## src/rtl/pwm_capture.sv

```systemverilog
// pwm_capture: measures period and high time of an asynchronous PWM line.
// The line is synchronised into the clk domain, and its rising and falling
// edges drive a four-state measurement FSM. Each completed period is
// published with a one-cycle strobe. A line that stops toggling (0% or
// 100% duty) raises a sticky overflow flag.
module pwm_capture #(
  parameter int unsigned CNT_W       = 16,
  parameter int unsigned SYNC_STAGES = 2
) (
  input  logic             clk,
  input  logic             rst,
  input  logic             cap_en,
  input  logic             pwm_in,
  output logic [CNT_W-1:0] period_out,
  output logic [CNT_W-1:0] high_out,
  output logic             meas_valid,
  output logic             ovf,
  output logic             level_out
);

  // A synchroniser shorter than two flops is not metastability-safe.
  localparam int unsigned STAGES = (SYNC_STAGES < 2) ? 2 : SYNC_STAGES;
  localparam logic [CNT_W-1:0] CNT_MAX = '1;
  localparam logic [CNT_W-1:0] CNT_ONE = CNT_W'(1);

  typedef enum logic [1:0] {
    IDLE      = 2'd0,
    WAIT_RISE = 2'd1,
    MEAS_HIGH = 2'd2,
    MEAS_LOW  = 2'd3
  } state_t;

  state_t            state;
  state_t            state_nxt;
  logic [STAGES-1:0] sync_q;
  logic              s;
  logic              p;
  logic              rise;
  logic              fall;
  logic [CNT_W-1:0]  cnt;
  logic [CNT_W-1:0]  cnt_nxt;
  logic [CNT_W-1:0]  high_lat;
  logic [CNT_W-1:0]  high_lat_nxt;
  logic [CNT_W-1:0]  period_nxt;
  logic [CNT_W-1:0]  high_nxt;
  logic              meas_valid_nxt;
  logic              ovf_nxt;

  // Synchroniser chain. It runs whenever the block is out of reset, so
  // enabling capture while the line is already high produces no rise.
  always_ff @(posedge clk) begin
    if (rst) begin
      sync_q <= '0;
    end else begin
      sync_q <= {sync_q[STAGES-2:0], pwm_in};
    end
  end

  assign s = sync_q[STAGES-1];

  // Previous synchronised level, used for edge detection.
  always_ff @(posedge clk) begin
    if (rst) begin
      p <= 1'b0;
    end else begin
      p <= s;
    end
  end

  assign rise      = s & ~p;
  assign fall      = ~s & p;
  assign level_out = s;

  // State register.
  always_ff @(posedge clk) begin
    if (rst) begin
      state <= IDLE;
    end else begin
      state <= state_nxt;
    end
  end

  // Next-state and datapath decisions. An edge arriving when cnt is at its
  // maximum wins over the timeout.
  always_comb begin
    state_nxt      = state;
    cnt_nxt        = cnt;
    high_lat_nxt   = high_lat;
    period_nxt     = period_out;
    high_nxt       = high_out;
    meas_valid_nxt = 1'b0;
    ovf_nxt        = ovf;

    if (!cap_en) begin
      // Disabling discards any measurement in progress but keeps results.
      state_nxt    = IDLE;
      cnt_nxt      = '0;
      high_lat_nxt = '0;
      ovf_nxt      = 1'b0;
    end else begin
      unique case (state)
        IDLE: begin
          cnt_nxt   = '0;
          state_nxt = WAIT_RISE;
        end

        WAIT_RISE: begin
          // The first rise only starts timing.
          if (rise) begin
            cnt_nxt   = CNT_ONE;
            state_nxt = MEAS_HIGH;
          end
        end

        MEAS_HIGH: begin
          cnt_nxt = cnt + CNT_ONE;
          if (fall) begin
            high_lat_nxt = cnt;
            state_nxt    = MEAS_LOW;
          end else if (cnt == CNT_MAX) begin
            ovf_nxt   = 1'b1;
            cnt_nxt   = '0;
            state_nxt = WAIT_RISE;
          end
        end

        MEAS_LOW: begin
          cnt_nxt = cnt + CNT_ONE;
          if (rise) begin
            period_nxt     = cnt;
            high_nxt       = high_lat;
            meas_valid_nxt = 1'b1;
            cnt_nxt        = CNT_ONE;
            state_nxt      = MEAS_HIGH;
          end else if (cnt == CNT_MAX) begin
            ovf_nxt   = 1'b1;
            cnt_nxt   = '0;
            state_nxt = WAIT_RISE;
          end
        end

        default: begin
          cnt_nxt   = '0;
          state_nxt = IDLE;
        end
      endcase
    end
  end

  // Counter, latched high time, published results and flags.
  always_ff @(posedge clk) begin
    if (rst) begin
      cnt        <= '0;
      high_lat   <= '0;
      period_out <= '0;
      high_out   <= '0;
      meas_valid <= 1'b0;
      ovf        <= 1'b0;
    end else begin
      cnt        <= cnt_nxt;
      high_lat   <= high_lat_nxt;
      period_out <= period_nxt;
      high_out   <= high_nxt;
      meas_valid <= meas_valid_nxt;
      ovf        <= ovf_nxt;
    end
  end

endmodule

```

## config.mk

```make
export PLATFORM = sky130hd
export DESIGN_NAME = pwm_capture
export DESIGN_NICKNAME = d
export VERILOG_FILES = /design/src/rtl/pwm_capture.sv
export SDC_FILE = /design/constraint.sdc
export NUM_CORES = 1
export LEC_CHECK = 0
export ABC_AREA = 1
export CAP_MARGIN = 25
export CORE_UTILIZATION = 45
export CTS_CLUSTER_DIAMETER = 30
export DETAILED_ROUTE_END_ITERATION = 8
export GPL_TIMING_DRIVEN = 0
export PLACE_DENSITY = 0.7
export SYNTH_ARGS = -nofsm -noshare
export SYNTH_HDL_FRONTEND = slang
export SYNTH_SLANG_ARGS = --single-unit
```

## constraint.sdc

```tcl
create_clock -name clk -period 1.53 [get_ports clk]
set_input_delay 0.2295 -clock clk [delete_from_list [all_inputs] [get_ports clk]]
set_output_delay 0.2295 -clock clk [all_outputs]
set_load 0.02 [all_outputs]
```

### Word-level counts from Yosys, hierarchy flattened

Cells that the tools add are included.

* output and inout bits: 35
* ROM bits: 0
* logic and storage cells: 45
* bits in writable memories: 0
* flip-flop bits (word level): 71
* latch bits: 0
* input port bits: 4
* memories kept: 0

* divide/modulo/power cells: 0
* $add $sub $neg: 1
* reduce and logical (&&, ||, !) cells: 7
* shifts and indexed selects: 0
* multiplexer cells: 15
* bitwise logic cells: 6
* multiply operators: 0
* order comparisons: 0
* equality and inequality tests: 7

Operators by type and width (count)
* $mux 16: 4
* $pmux 16 s4: 1
* $add 16x1->16 const B: 1
* $eq 16x16->1 const B: 1
* $mux 2: 4
* $pmux 2 s4: 1
* $ne 2x2->1 const B: 3
* $reduce_and 3->1: 2
* $eq 2x2->1 const B: 2
* $mux 1: 4
* $not 1->1: 4
* $reduce_or 3->1: 1
* $and 1x1->1: 2
* $eq 2x1->1 const B: 1
* $logic_not 2->1: 1
* $pmux 1 s2: 1
* $reduce_and 2->1: 1
* $reduce_bool 2->1: 1
* $reduce_or 2->1: 1

### Longest topological paths before layout

Gate-level depths: netlist of the first run.

* depth after elaboration: 4
* mapped depth: 10
* depth with buffers taken out: 10

### Least setup slack after synthesis of the first run

Ideal clock, no wire load.

* kind: register -> register
* start point: register sync_q[1]
* end point: register period_out[15]
* arrival time: 1.393 ns
* stages on the path, launching flop included: 7
* clock period less this slack: 1.535 ns
* data required time: 1.388 ns
* setup slack: -0.005 ns
* path buffers: 1
* library setup time: 0.142 ns
* path through: dfxtp_1 > inv_1 > nor2_2 > inv_2 > nor3_4 > buf_4 > a211oi_2

* longest elaborated chain between the ends: 2

RTL lines
* start, declared: line 35 `logic [STAGES-1:0] sync_q;`
* start signal, assigned: line 55 `sync_q <= {sync_q[STAGES-2:0], pwm_in};`
* $and 1x1->1: line 70 `assign rise = s & ~p;`
* $reduce_and 3->1 (no line)
* end signal, assigned: line 162 `period_out <= period_nxt;`
* end, declared: line 14 `output logic [CNT_W-1:0] period_out,`

No other way between the ends.
A chain may end at the register's enable or synchronous reset.

### Worst setup path in the final report of the first run

* start point: register cnt[0]
* end point: register cnt[7]

* longest elaborated chain between the ends: 4
* elaborated cells on any way between the ends: 6
* those cells by class: add/sub: 1; eq/ne: 1; mux: 4

RTL lines
* start, declared: line 40 `logic [CNT_W-1:0] cnt;`
* start signal, assigned: line 160 `cnt <= cnt_nxt;`
* $add 16x1->16 / $eq 16x16->1 (equally long branches)
* $mux 16: line 120, 135
* $mux 16 (on tied branches): line 129, 117
* $pmux 16 s4 *: line 101 `unique case (state)`

Mark *: on every way between the ends. The rest lies on a longest branch, timed or not.

==> results of run 1 <==
## what timing repair did
action,4_1_cts,5_1_grt
resized for setup,34,45
pin swaps,7,12
buffers inserted,12,6
endpoints found under the setup margin,76,81
hold buffers,0,0
## power by group through the flow
stage	Combinational [W]	Sequential [W]	Clock (W)
floorplan	0.0000648	0.00190	0
global placement	0.000102	0.00190	0
detailed placement	0.000102	0.00190	0
CTS	0.000109	0.00186	0.00141
global route	0.000132	0.00186	0.00151
finish	0.000121	0.00186	0.00141
## cell usage after synthesis (2+ instances only)
master,number,share of area [%]
nor2_1,50,6.3
buf_6,3,1.1
o22ai_1,2,0.42
a211oi_1,8,2.0
a31oi_1,2,0.42
nor2_4,3,1.1
o2111ai_1,2,0.59
nand3_1,16,2.7
dfxtp_1,71,48
nor2_2,2,0.42
o21ai_0,19,3.2
clkbuf_1,4,0.50
buf_2,6,1.0
nand2_1,105,13
nand2_2,3,0.63
nor3_1,4,0.67
xor2_1,2,0.59
nand4_1,6,1.3
inv_2,3,0.38
a211oi_2,8,3.3
a21oi_1,33,5.5
inv_1,37,4.6
## state kept, by name, indices dropped and copies added (netlist names)
| register | flops |
|---|---|
| sync_q | 2 |
| state | 2 |
| ovf | 1 |
| p | 1 |
| high_out | 16 |
| period_out | 16 |
| high_lat | 16 |
| meas_valid | 1 |
| cnt | 16 |
## final timing paths
| kind | start | to | slack (ns) | cells after the start |
|---|---|---|---|---|
| max reg2reg | cnt[0] | cnt[7] | 0.02 | 8 |
| max | cnt[0] | cnt[7] | 0.02 | 8 |
| min reg2reg | sync_q[0] | sync_q[1] | 0.41 | 2 |
| min | rst | period_out[11] | 0.20 | 2 |
## logic make-up after synthesis
group	after synthesis	synth area share [%]
DFF	71	47.5
and+or+nand+nor	191	27.0
adders and majority gates	1	0.418
buffers and inverters	56	8.20
xor gates and xnor gates	2	0.586
AOI/OAI and AO/OA	77	16.3
## worst max-delay path, stage by stage, from the launching register on
cell and delay, ns:
dfxtp_4 0.38, ha_4 0.15, nand2_4 0.06, nor2_4 0.12, nand4_1 0.16, o21ai_2 0.23, nand2_4 0.13, nor2_4 0.12
nor2_1 0.05
## stage by stage
stage | setup slack, ns | instances | hold WS, ns
2_1_floorplan | 0.0214 | 398 | 0.336
3_3_place_gp | -0.517 | 512 | 0.395
3_5_place_dp | -0.540 | 512 | 0.406
4_1_cts | -0.0107 | 540 | 0.196
5_1_grt | -0.106 | 545 | 0.203
6_report | 0.0241 | 545 | 0.203
## metal layers
metal,vias to the layer above,GRT usage (%),share of wire (%)
li1,1426,-,-
met1,1317,29.7,46
met2,73,39.6,48
met3,13,5.44,4.4
met4,0,8.78,1.6
met5,-,0,0
## layout by cell type, fill, tap and decap left out, types with 5 or more instances in the layout
| cell type | netlist | routed |
|---|---|---|
| a211oi_1 | 8 | 8 |
| a211oi_2 | 8 | 8 |
| a21oi_1 | 33 | 32 |
| buf_4 | 1 | 17 |
| buf_6 | 3 | 5 |
| clkbuf_8 | 0 | 10 |
| dfxtp_1 | 71 | 63 |
| dlygate4sd2_1 | 0 | 12 |
| dlymetal6s2s_1 | 0 | 23 |
| inv_1 | 37 | 36 |
| nand2_1 | 105 | 103 |
| nand3_1 | 16 | 16 |
| nand4_1 | 6 | 6 |
| nor2_1 | 50 | 43 |
| nor2_4 | 3 | 8 |
| o21ai_0 | 19 | 19 |
## cell type report
type / instances / area [um^2] / area share, %
clock buffers: 10 / 138 / 3.50
clock inverters: 6 / 43.8 / 1.11
well taps: 77 / 96.3 / 2.45
plain buffers: 16 / 111 / 2.83
multi-input cells: 271 / 1400 / 35.7
flip-flops and latches: 71 / 1440 / 36.7
inverters: 40 / 155 / 3.95
repair buffers: 54 / 544 / 13.8
==> out/metrics.cfg, run 1 <==
[sta]
setup_viol=0
max_freq_mhz=664
hold_violations=0
worstMarginPinSlew_ns=0.726
setup_tns_ns=0
period_share_pct=98.4
fin_crit_ns=1.51
rsz0062_at_grt=true
slew_violations=0
max_slew_margin_pct=51.6
finClkSkew_ns=0.00547

[yosys]
synthArstFlopShare_pct=0
synth_area_um2=2990
ys_ff_latch=71
synthFlopType=dfxtp_1
netlist_instances=398
synth_edf_count=0
mappedNetlistNets=403
synth_cell_types=31
synth-seq-area-share_pct=47.5
ys_warn_count=0
syn_area_per_cell_um2=7.51

[worst_setup_path]
critPathMaxFanout=7
cp-end-kind=register
critPathKind=register to register
start_kind=register
arrival_ns=1.75
cp_data_required_time_ns=1.78

[place]
hpwl_um=5200
placed_area_um2=3460
portBuffers=37
gp_congestion=0.906

[route]
routed_wl_um=7730
via_per_inst=5.19
dr.first_iter.drc_count=139
wl_per_cell_um=14.2
antenna_left=0
route.detailed.drc=0
vias=2829
dr.pass1.iters=5

[die]
io_pins=39
coreArea_um2=6390
die_h_um=83.5
die_area_um2=6980
fp.dieW_um=83.5
start_util_pct=46.8
rows=29

[clocking]
htreeDepth=3
ctsRootBufferMaster=clkbuf_8
path_clk_slew_ns=0.08
clk_latency_ns=0.35
numCtsBuffers=9
cts.sinks=71
ctsLongestPathBuffers=2
cts_tree=done

[global_routing]
gr-total-overflow=0
grt_pass1_wl_um=13000
antenna_found_initial=0
grt_max_degree=14
grtUsageTotal_pct=23.6
grt_pass1_vias=2687

[power]
p_leak_nw=1.98
p_per_area_nw_per_um2=862
power.total_w=0.00339
intPower_w=0.00252
pwr-share-clk_pct=41.7
p_sw_w=0.000871
seqPwrFrac_pct=54.7
pwr-share-comb_pct=3.6
p_sw_share_pct=25.7
vdd_ir_drop_max_mv=0.440

[layout]
utilization_pct=61.6
final_nets=468
stdcell_area_um2=3930
fillers=600
drive_gt1_share_pct=18.8
area_delta_synth_final_pct=31.5
diodes=0

[run]
maxCapViolCount=0

[worst_hold_path]
hold_class=input pin to register

[status]
status=finished, final reports clean

Note: power is estimated with default switching activity, not from simulation.
==> run 2, diff against run 1 <==
- DONT_BUFFER_PORTS: not set -> 1
- PLACE_DENSITY: 0.7 -> not set
==> run 2 against run 1 <==
The run now ends with negative setup slack left; utilization fell by 4.3 points; clock power rose by 4%; flip-flop and latch count did not move; non-clock buffer count fell by 33; final area fell by 6.9%; combinational power barely moved; sequential power barely moved; clock-buffer cell count fell by 1; highest routed layer unchanged.
==> out/metrics.cfg, run 2 (synthesis gave the netlist of run 1 again) <==
[status]
status=complete, but fails checks
violations=negative setup slack

[sta]
period_share_pct=105
rsz0062_at_grt=true
fin_crit_ns=1.60
max_freq_mhz=624
max_slew_margin_pct=52.3
worstMarginPinSlew_ns=0.716
slew_violations=0
setup_viol=10
hold_violations=0
holdWs_ns=0.215
setup_slack_ns=-0.0725
finClkSkew_ns=0.00807

[route]
dr.first_iter.drc_count=140
wl_per_cell_um=15.7
vias=2707
antenna_left=0
route.detailed.drc=0
dr.pass1.iters=4
via_per_inst=5.30
routed_wl_um=8030

[clocking]
ctsLongestPathBuffers=2
htreeDepth=3
clk_latency_ns=0.35
path_clk_slew_ns=0.08
numCtsBuffers=9
ctsRootBufferMaster=clkbuf_8
cts.sinks=71
cts_tree=done

[worst_setup_path]
start_kind=register
crit_buf_inv=0
critPathMaxFanout=7
worstPathCellList=ha_4 > nand2_4 > nor2_4 > nand4_1 > o21ai_2 > nand2_4 > nor2_4 > nor2_1
critPathKind=register to register
cp_data_required_time_ns=1.77
critPathSlowestCell=dfxtp_4
arrival_ns=1.85
crit_family=simple AND/OR/NAND/NOR gates
max_stage_delay_ns=0.37
cp-end-kind=register

[die]
fp.dieW_um=83.5
die_area_um2=6980
rows=29
coreArea_um2=6390
start_util_pct=46.8
io_pins=39
die_h_um=83.5

[layout]
area_delta_synth_final_pct=22.4
final_common_cell=nand2_1
diodes=0
final_cell_mix=nand2_1, dfxtp_1, nor2_1, inv_1, a21oi_1
drive_gt1_share_pct=23.5
final_nets=435
stdcell_area_um2=3660

[power]
p_leak_nw=1.41
vdd_ir_drop_max_mv=0.691
p_per_area_nw_per_um2=941

[place]
portBuffers=0
hpwl_um=5180
placed_area_um2=3090
gp_congestion=0.882

[global_routing]
grt_pass1_vias=2553
grt_max_degree=13
grt_pass1_wl_um=12800
antenna_found_initial=0
grtUsageTotal_pct=23.6
gr-total-overflow=0

[run]
maxCapViolCount=0

[worst_hold_path]
hold_class=input pin to register

[run 2: changes by cell type in the layout (fill, tap and decap cells not counted), sizes merged, moves of 2 or more]
| cell | change |
|---|---|
| buf | +3 |
| clkinv | +2 |
| dlygate4sd2 | -12 |
| dlymetal6s2s | -23 |
| inv | -2 |
| clkdlybuf4s50 | -2 |
[run 2: routing by layer]
metal,global-route usage [%],vias up,part of all wire (%)
met5,0,-,0
met1,30.4,1243,44
li1,-,1360,-
met2,38.5,91,48
met4,11.4,0,2.2
met3,3.96,13,5.7
[run 2: area by class of cell]
type	count	area, um^2
Buffer	16	120
Fill cell	618	2730
Timing Repair Buffer	21	190
Clock buffer	9	124
Multi-Input combinational cell	271	1460
Inverter	40	158
Sequential cell	71	1450
Clock inverter	6	62.6
Tap cell	77	96.3
[run 2: power by group]
| group | switching [W] | leakage, nW | total, W | internal, W |
|---|---|---|---|---|
| Clock | 0.000726 | 0.0988 | 0.00147 | 0.000741 |
| Sequential | 0.0000117 | 0.578 | 0.00186 | 0.00185 |
| Combinational | 0.0000877 | 0.730 | 0.000119 | 0.0000315 |
| Total | 0.000825 | 1.41 | 0.00344 | 0.00262 |
[run 2: what timing repair did]
action | in CTS | in global routing
setup buffers | 13 | 7
endpoints found under the setup margin | 65 | 55
pin swaps | 7 | 11
hold buffers | 1 | 0
hold endpoints to repair | 1 | 0
gates resized for setup | 25 | 39
gates cloned | 0 | 1
[run 2: final timing paths]
check / from / endpoint / slack (ns) / depth (start not counted)
setup / recovery: cnt[1] / cnt[7] / -0.07 / 8
hold / removal: rst / period_out[0] / 0.22 / 2
setup reg to reg: cnt[1] / cnt[7] / -0.07 / 8
hold reg to reg: sync_q[0] / sync_q[1] / 0.40 / 2
[run 2: per-stage QoR]
stage	std cells	utilization (%)	setup TNS, ns	power, W	setup WS, ns
final	511	57.3	-0.451	0.00344	-0.0725
after global routing	511	57.3	-1.33	0.00356	-0.139
after CTS	504	54.4	-0.0674	0.00345	-0.0245
after detailed placement	475	48.4	-12.44	0.00200	-0.339
after global placement	475	48.4	-11.69	0.00200	-0.330
after floorplan	398	-	0	0.00197	0.0214
==> RTL edit 1, RTL diff (config.mk and constraints of run 2) <==
The 4 states of `state_t` get a one-hot encoding in 4 bits.
--- a/src/rtl/pwm_capture.sv
+++ b/src/rtl/pwm_capture.sv
@@ -23,11 +23,11 @@
   localparam logic [CNT_W-1:0] CNT_MAX = '1;
   localparam logic [CNT_W-1:0] CNT_ONE = CNT_W'(1);
 
-  typedef enum logic [1:0] {
-    IDLE      = 2'd0,
-    WAIT_RISE = 2'd1,
-    MEAS_HIGH = 2'd2,
-    MEAS_LOW  = 2'd3
+  typedef enum logic [3:0] {
+    IDLE      = 4'b0001,
+    WAIT_RISE = 4'b0010,
+    MEAS_HIGH = 4'b0100,
+    MEAS_LOW  = 4'b1000
   } state_t;
 
   state_t            state;
Formal check against the unedited RTL: no difference found for any inputs over 10 cycles, from zero or initial values and one cycle with rst high; not proved beyond that.
==> RTL edit 1 against run 2 <==
- the flow finishes with violations (design-rule violations)
- cell area decreased by 1.5%
- routed wire length shrank 11%
- sequential cell count rose by 2
- setup slack improved by 0.13 ns
- largest cell class is now flip-flops and latches
- synthesized cell count shrank 0.25%
- area after synthesis is 3.0% higher
- first-iteration DRC count shrank 5.7%
- sequential share of layout area grew 1.5 points
- fmax is 9.1% higher
- worst hold slack improved by 0.011 ns
- global-route usage shrank 2.0 points
- total power up 13%
- critical path type unchanged
- critical path depth unchanged
- clock skew up 0.00097 ns
==> RTL edit 1: results (changes against run 2) <==
fin nets 419 (-3.7%); Synth Flop Type dfxtp_1; failing checks design-rule violations; Inserted Diodes 0 (unchanged); Synth top cells by count nor2_1, dfxtp_1, nand2_1; ys async rst share 0 (unchanged); top area cells in the synthesized netlist dfxtp_1, nor2_1, nand2_1, inv_1, a21oi_1; initial antenna violation count 0 (unchanged); Mapped Nets 402 (-0.25%); Longest Clk Path Bufs 2 (unchanged); worst min path class input port to flip-flop; number of global-route vias before repair 2442 (-4.3%); DRC violations left 3 (+3); Slew Limit Fails 0 (unchanged); Clock Latency Late Sink 0.35 ns (about the same); library cells used by synthesis 30 (-3.2%); root buf cell clkbuf_8; ratio of cells with drive above 1 in the final layout 0.239 (+0.00364); Reg2Reg Depth 8 (unchanged); Tot GR Track Use 0.216 (-0.0195); Filler cells 624 (+0.97%); Min Hold Slack 0.226 ns (+0.0112 ns); outcome complete, but fails checks; crit path max fanout 10 (+3); hold path cells 2 (unchanged); LEAKAGE 1.37 nW (-2.8%); Worst Tran Pin Value 0.689 ns (-0.0271 ns); Seq/Total Area, Yosys 0.474 (-0.000903); clock skew 0.00904 ns (+0.000971 ns); first-pass GRT wire length 11900 µm (-6.7%); Worst EP arrival 1.68 ns (-0.17 ns); PortBufs 0 (unchanged); DPL Wire Length 4990 µm (-3.7%); synth warn 0 (unchanged); largest net degree at the start of global routing 15 (+2); VDD IR max 0.643 mV (-6.9%); R2R Setup Slk 0.06 ns (+0.13 ns); Initial DRC Count 132 (-5.7%); number of buffers created by CTS 9 (unchanged); via density per instance 5.13 (-3.1%); Post-DP Area 3180 µm² (+2.8%); Synth top area share 0.474 (-0.000903); clock-pin slew on the worst setup and hold paths 0.08 ns (about the same); DR WL/cell 14.5 µm (-7.9%); GPL Wtd Cong 0.902 (+2.2%); First-pass DRT Iterations 8 (+4); H-tree depth 3 (unchanged)
RTL edit 1: cell count changes in the layout (fill, tap and decap cells not counted), moves of 8 or more:
cell     before  now
nand2_1      98   59
nor2_2        4   17
nor2_1       41   80
a21oi_1      29   21
buf_4        19    5
nor3_2        0   10
RTL edit 1: layout make-up:
type | instances | area [µm²] | share of cell area
timing repair buffer | 5 | 65.1 | 0.0180
clock inverter | 7 | 128 | 0.0354
inverter | 38 | 145 | 0.0402
clock buffer | 9 | 124 | 0.0344
sequential | 73 | 1480 | 0.410
multi-input combinational | 272 | 1460 | 0.405
buffer | 15 | 110 | 0.0305
tap | 77 | 96.3 | 0.0267
RTL edit 1: power breakdown:
group / total (mW) / switching [mW] / leakage (nW) / internal, mW
Sequential: 1.91 / 0.00742 / 0.593 / 1.90
Clock: 1.89 / 0.784 / 0.126 / 1.10
Combinational: 0.0929 / 0.0667 / 0.648 / 0.0262
Total: 3.89 / 0.858 / 1.37 / 3.03
RTL edit 1: what timing repair did:
| action | 4_1_cts | 5_1_grt |
|---|---|---|
| hold buffers | 1 | 0 |
| buffers inserted | 1 | 3 |
| gates resized for setup | 8 | 36 |
| endpoints found under the hold margin | 1 | 0 |
| endpoints found under the setup margin | 59 | 45 |
| gates cloned | 1 | 0 |
| pin swaps | 1 | 4 |
RTL edit 1: through the flow:
step	instances	setup TNS [ns]	total power, mW	worst slack (ns)
after CTS	493	0	3.91	0.00677
after global routing	496	-0.0646	4.03	-0.0120
after global placement	474	-3.40	2.03	-0.138
final	496	0	3.89	0.0613
after detailed placement	474	-2.51	2.04	-0.109
after floorplan	397	0	2.02	0.116
RTL edit 1: path summary, 6_finish.rpt:
| check | startpoint | end |
|---|---|---|
| worst min register to register | sync_q[0] | sync_q[1] |
| worst min-delay path | rst | period_out[5] |
| worst max-delay path | state[1] | period_out[15] |
| worst max register to register | state[1] | period_out[15] |
RTL edit 1: cells by family (layout without fill, tap and decap cells):
logic type               count (synthesis)  in the layout  synth area share
AND/OR/NAND/NOR                        210            211             0.319
flip-flops                              73             73             0.474
XOR/XNOR                                 3              3           0.00853
AO/OA/AOI/OAI                           57             57             0.117
buffers and inverters                   53             74            0.0772
adder cells (fa/ha/maj)                  1              1           0.00406
RTL edit 1: critical path, stage by stage, from the launching register on:
cell      delay (ns)
dfxtp_2         0.34
nor2_4          0.15
inv_2           0.06
nor2_4          0.10
nand2_4         0.08
nor2_8          0.18
buf_12          0.13
buf_4           0.19
a211oi_2        0.09
RTL edit 1: routing by layer:
layer | GRT usage | wire (µm) | vias to the layer above
met2 | 0.351 | 3300 | 58
met3 | 0.0619 | 323 | 7
met1 | 0.278 | 3490 | 1169
met4 | 0.0678 | 70 | 0
met5 | 0 | 0 | -
li1 | - | - | 1311
==> RTL edit 2, RTL diff (flow settings as in run 2) <==
Made on the original files. `CNT_W`: 16 -> 24.
--- a/src/rtl/pwm_capture.sv
+++ b/src/rtl/pwm_capture.sv
@@ -4,7 +4,7 @@
 // published with a one-cycle strobe. A line that stops toggling (0% or
 // 100% duty) raises a sticky overflow flag.
 module pwm_capture #(
-  parameter int unsigned CNT_W       = 16,
+  parameter int unsigned CNT_W       = 24,
   parameter int unsigned SYNC_STAGES = 2
 ) (
   input  logic             clk,
Interface: changed (resized high_out and period_out); port bits go from 39 to 55. No check against the original RTL was run, so the function may have changed too.
==> RTL edit 2 against run 2 <==
- area after synthesis grew 43%
- count of clock-buffer cells in the layout did not move
- cell area up 38%
- critical endpoint is now cnt[15]
- sequential cell count rose by 32
- total power is 31% higher
- the flow still finishes with violations (negative setup slack)
- largest power group unchanged
- highest routed layer unchanged
- routed wire length increased by 47%
- setup slack got worse by 0.083 ns
==> RTL edit 2: results (changes against run 2) <==
synthesis-to-layout area growth 17.9%; Final setup viols 34 (+24); grt met3 use 0.0415 (+0.00190); hold endpoint state[1]; Final WS setup -0.156 ns (-0.0834 ns); hold buffer count at CTS 2 (+1); top area cells in the synthesized netlist dfxtp_1, nor2_1, o21ai_0, nand2_1, a21oi_1; crit path max fanout 5 (-2); GPL Wtd Cong 0.865 (-2.0%); First-pass DRT Iterations 6 (+2); via density per instance 5.34 (+0.76%); hold_sp cap_en; Filler cells 951 (+54%); Post-DP Area 4480 µm² (+45%); VDD IR max 0.394 mV (-43%); clock skew 0.0100 ns (+0.00193 ns); FP Rows 35 (+21%); Reg2Reg Depth 13 (+5); Layout clock area frac 0.0376 (-0.0133); CTS resizes 60 (+140%); Vias 4062 (+50%); Seq cells 103 (+45%); RR Endpoint cnt[15]; number of logic inverters in the finished layout 53 (+33%); met2 wire length 5510 µm (+42%); DRT met1 WL 5250 µm (+49%); Initial DRC Count 260 (+86%); Seq/Total Area, Yosys 0.481 (+0.00557); Min Hold Slack 0.230 ns (+0.0148 ns); NonClk Buf Share 0.0693 (-0.0155); Synth top cells by count nor2_1, nand2_1, dfxtp_1; failing checks negative setup slack; cell count after placement 725 (+53%); number of global-route vias before repair 3725 (+46%); DPL Wire Length 8400 µm (+62%); routing usage on met2 0.405 (+0.0204); largest net degree at the start of global routing 20 (+7); Mapped Nets 601 (+49%); outcome complete, but fails checks; TNS Setup -2.69 ns (-2.24 ns); sequential cell area 2090 µm² (+45%); Worst EP arrival 1.95 ns (+0.10 ns)
## RTL edit 2: changes by cell type after synthesis, moves of 4 or more
cell      before  now
a21oi_1       33   44
nand3b_1       0    4
inv_1         37   52
nor2_1        50  110
clkbuf_1       4   16
o21ai_1        0    7
nor3_1         4   11
a211oi_1       8    1
a211oi_2       8    0
dfxtp_1       71  103
o21ai_0       19   82
## RTL edit 2: worst max-delay path by stage
stage | from | to | slack (ns) | cells past startpoint
floorplan | cnt[1] | cnt[18] | -0.02 | 13
global placement | sync_q[1] | cnt[13] | -0.36 | 9
detailed placement | sync_q[1] | cnt[5] | -0.35 | 9
CTS | cnt[0] | cnt[15] | -0.13 | 13
global route | cnt[1] | cnt[15] | -0.23 | 13
finish | cnt[1] | cnt[15] | -0.16 | 13
## RTL edit 2: power breakdown
part	internal [mW]	switching, mW	total (mW)	leakage, nW
logic	0.0419	0.0995	0.141	1.08
clock network	0.630	1.05	1.68	0.0949
registers	2.68	0.0102	2.69	0.838
total	3.35	1.16	4.51	2.01
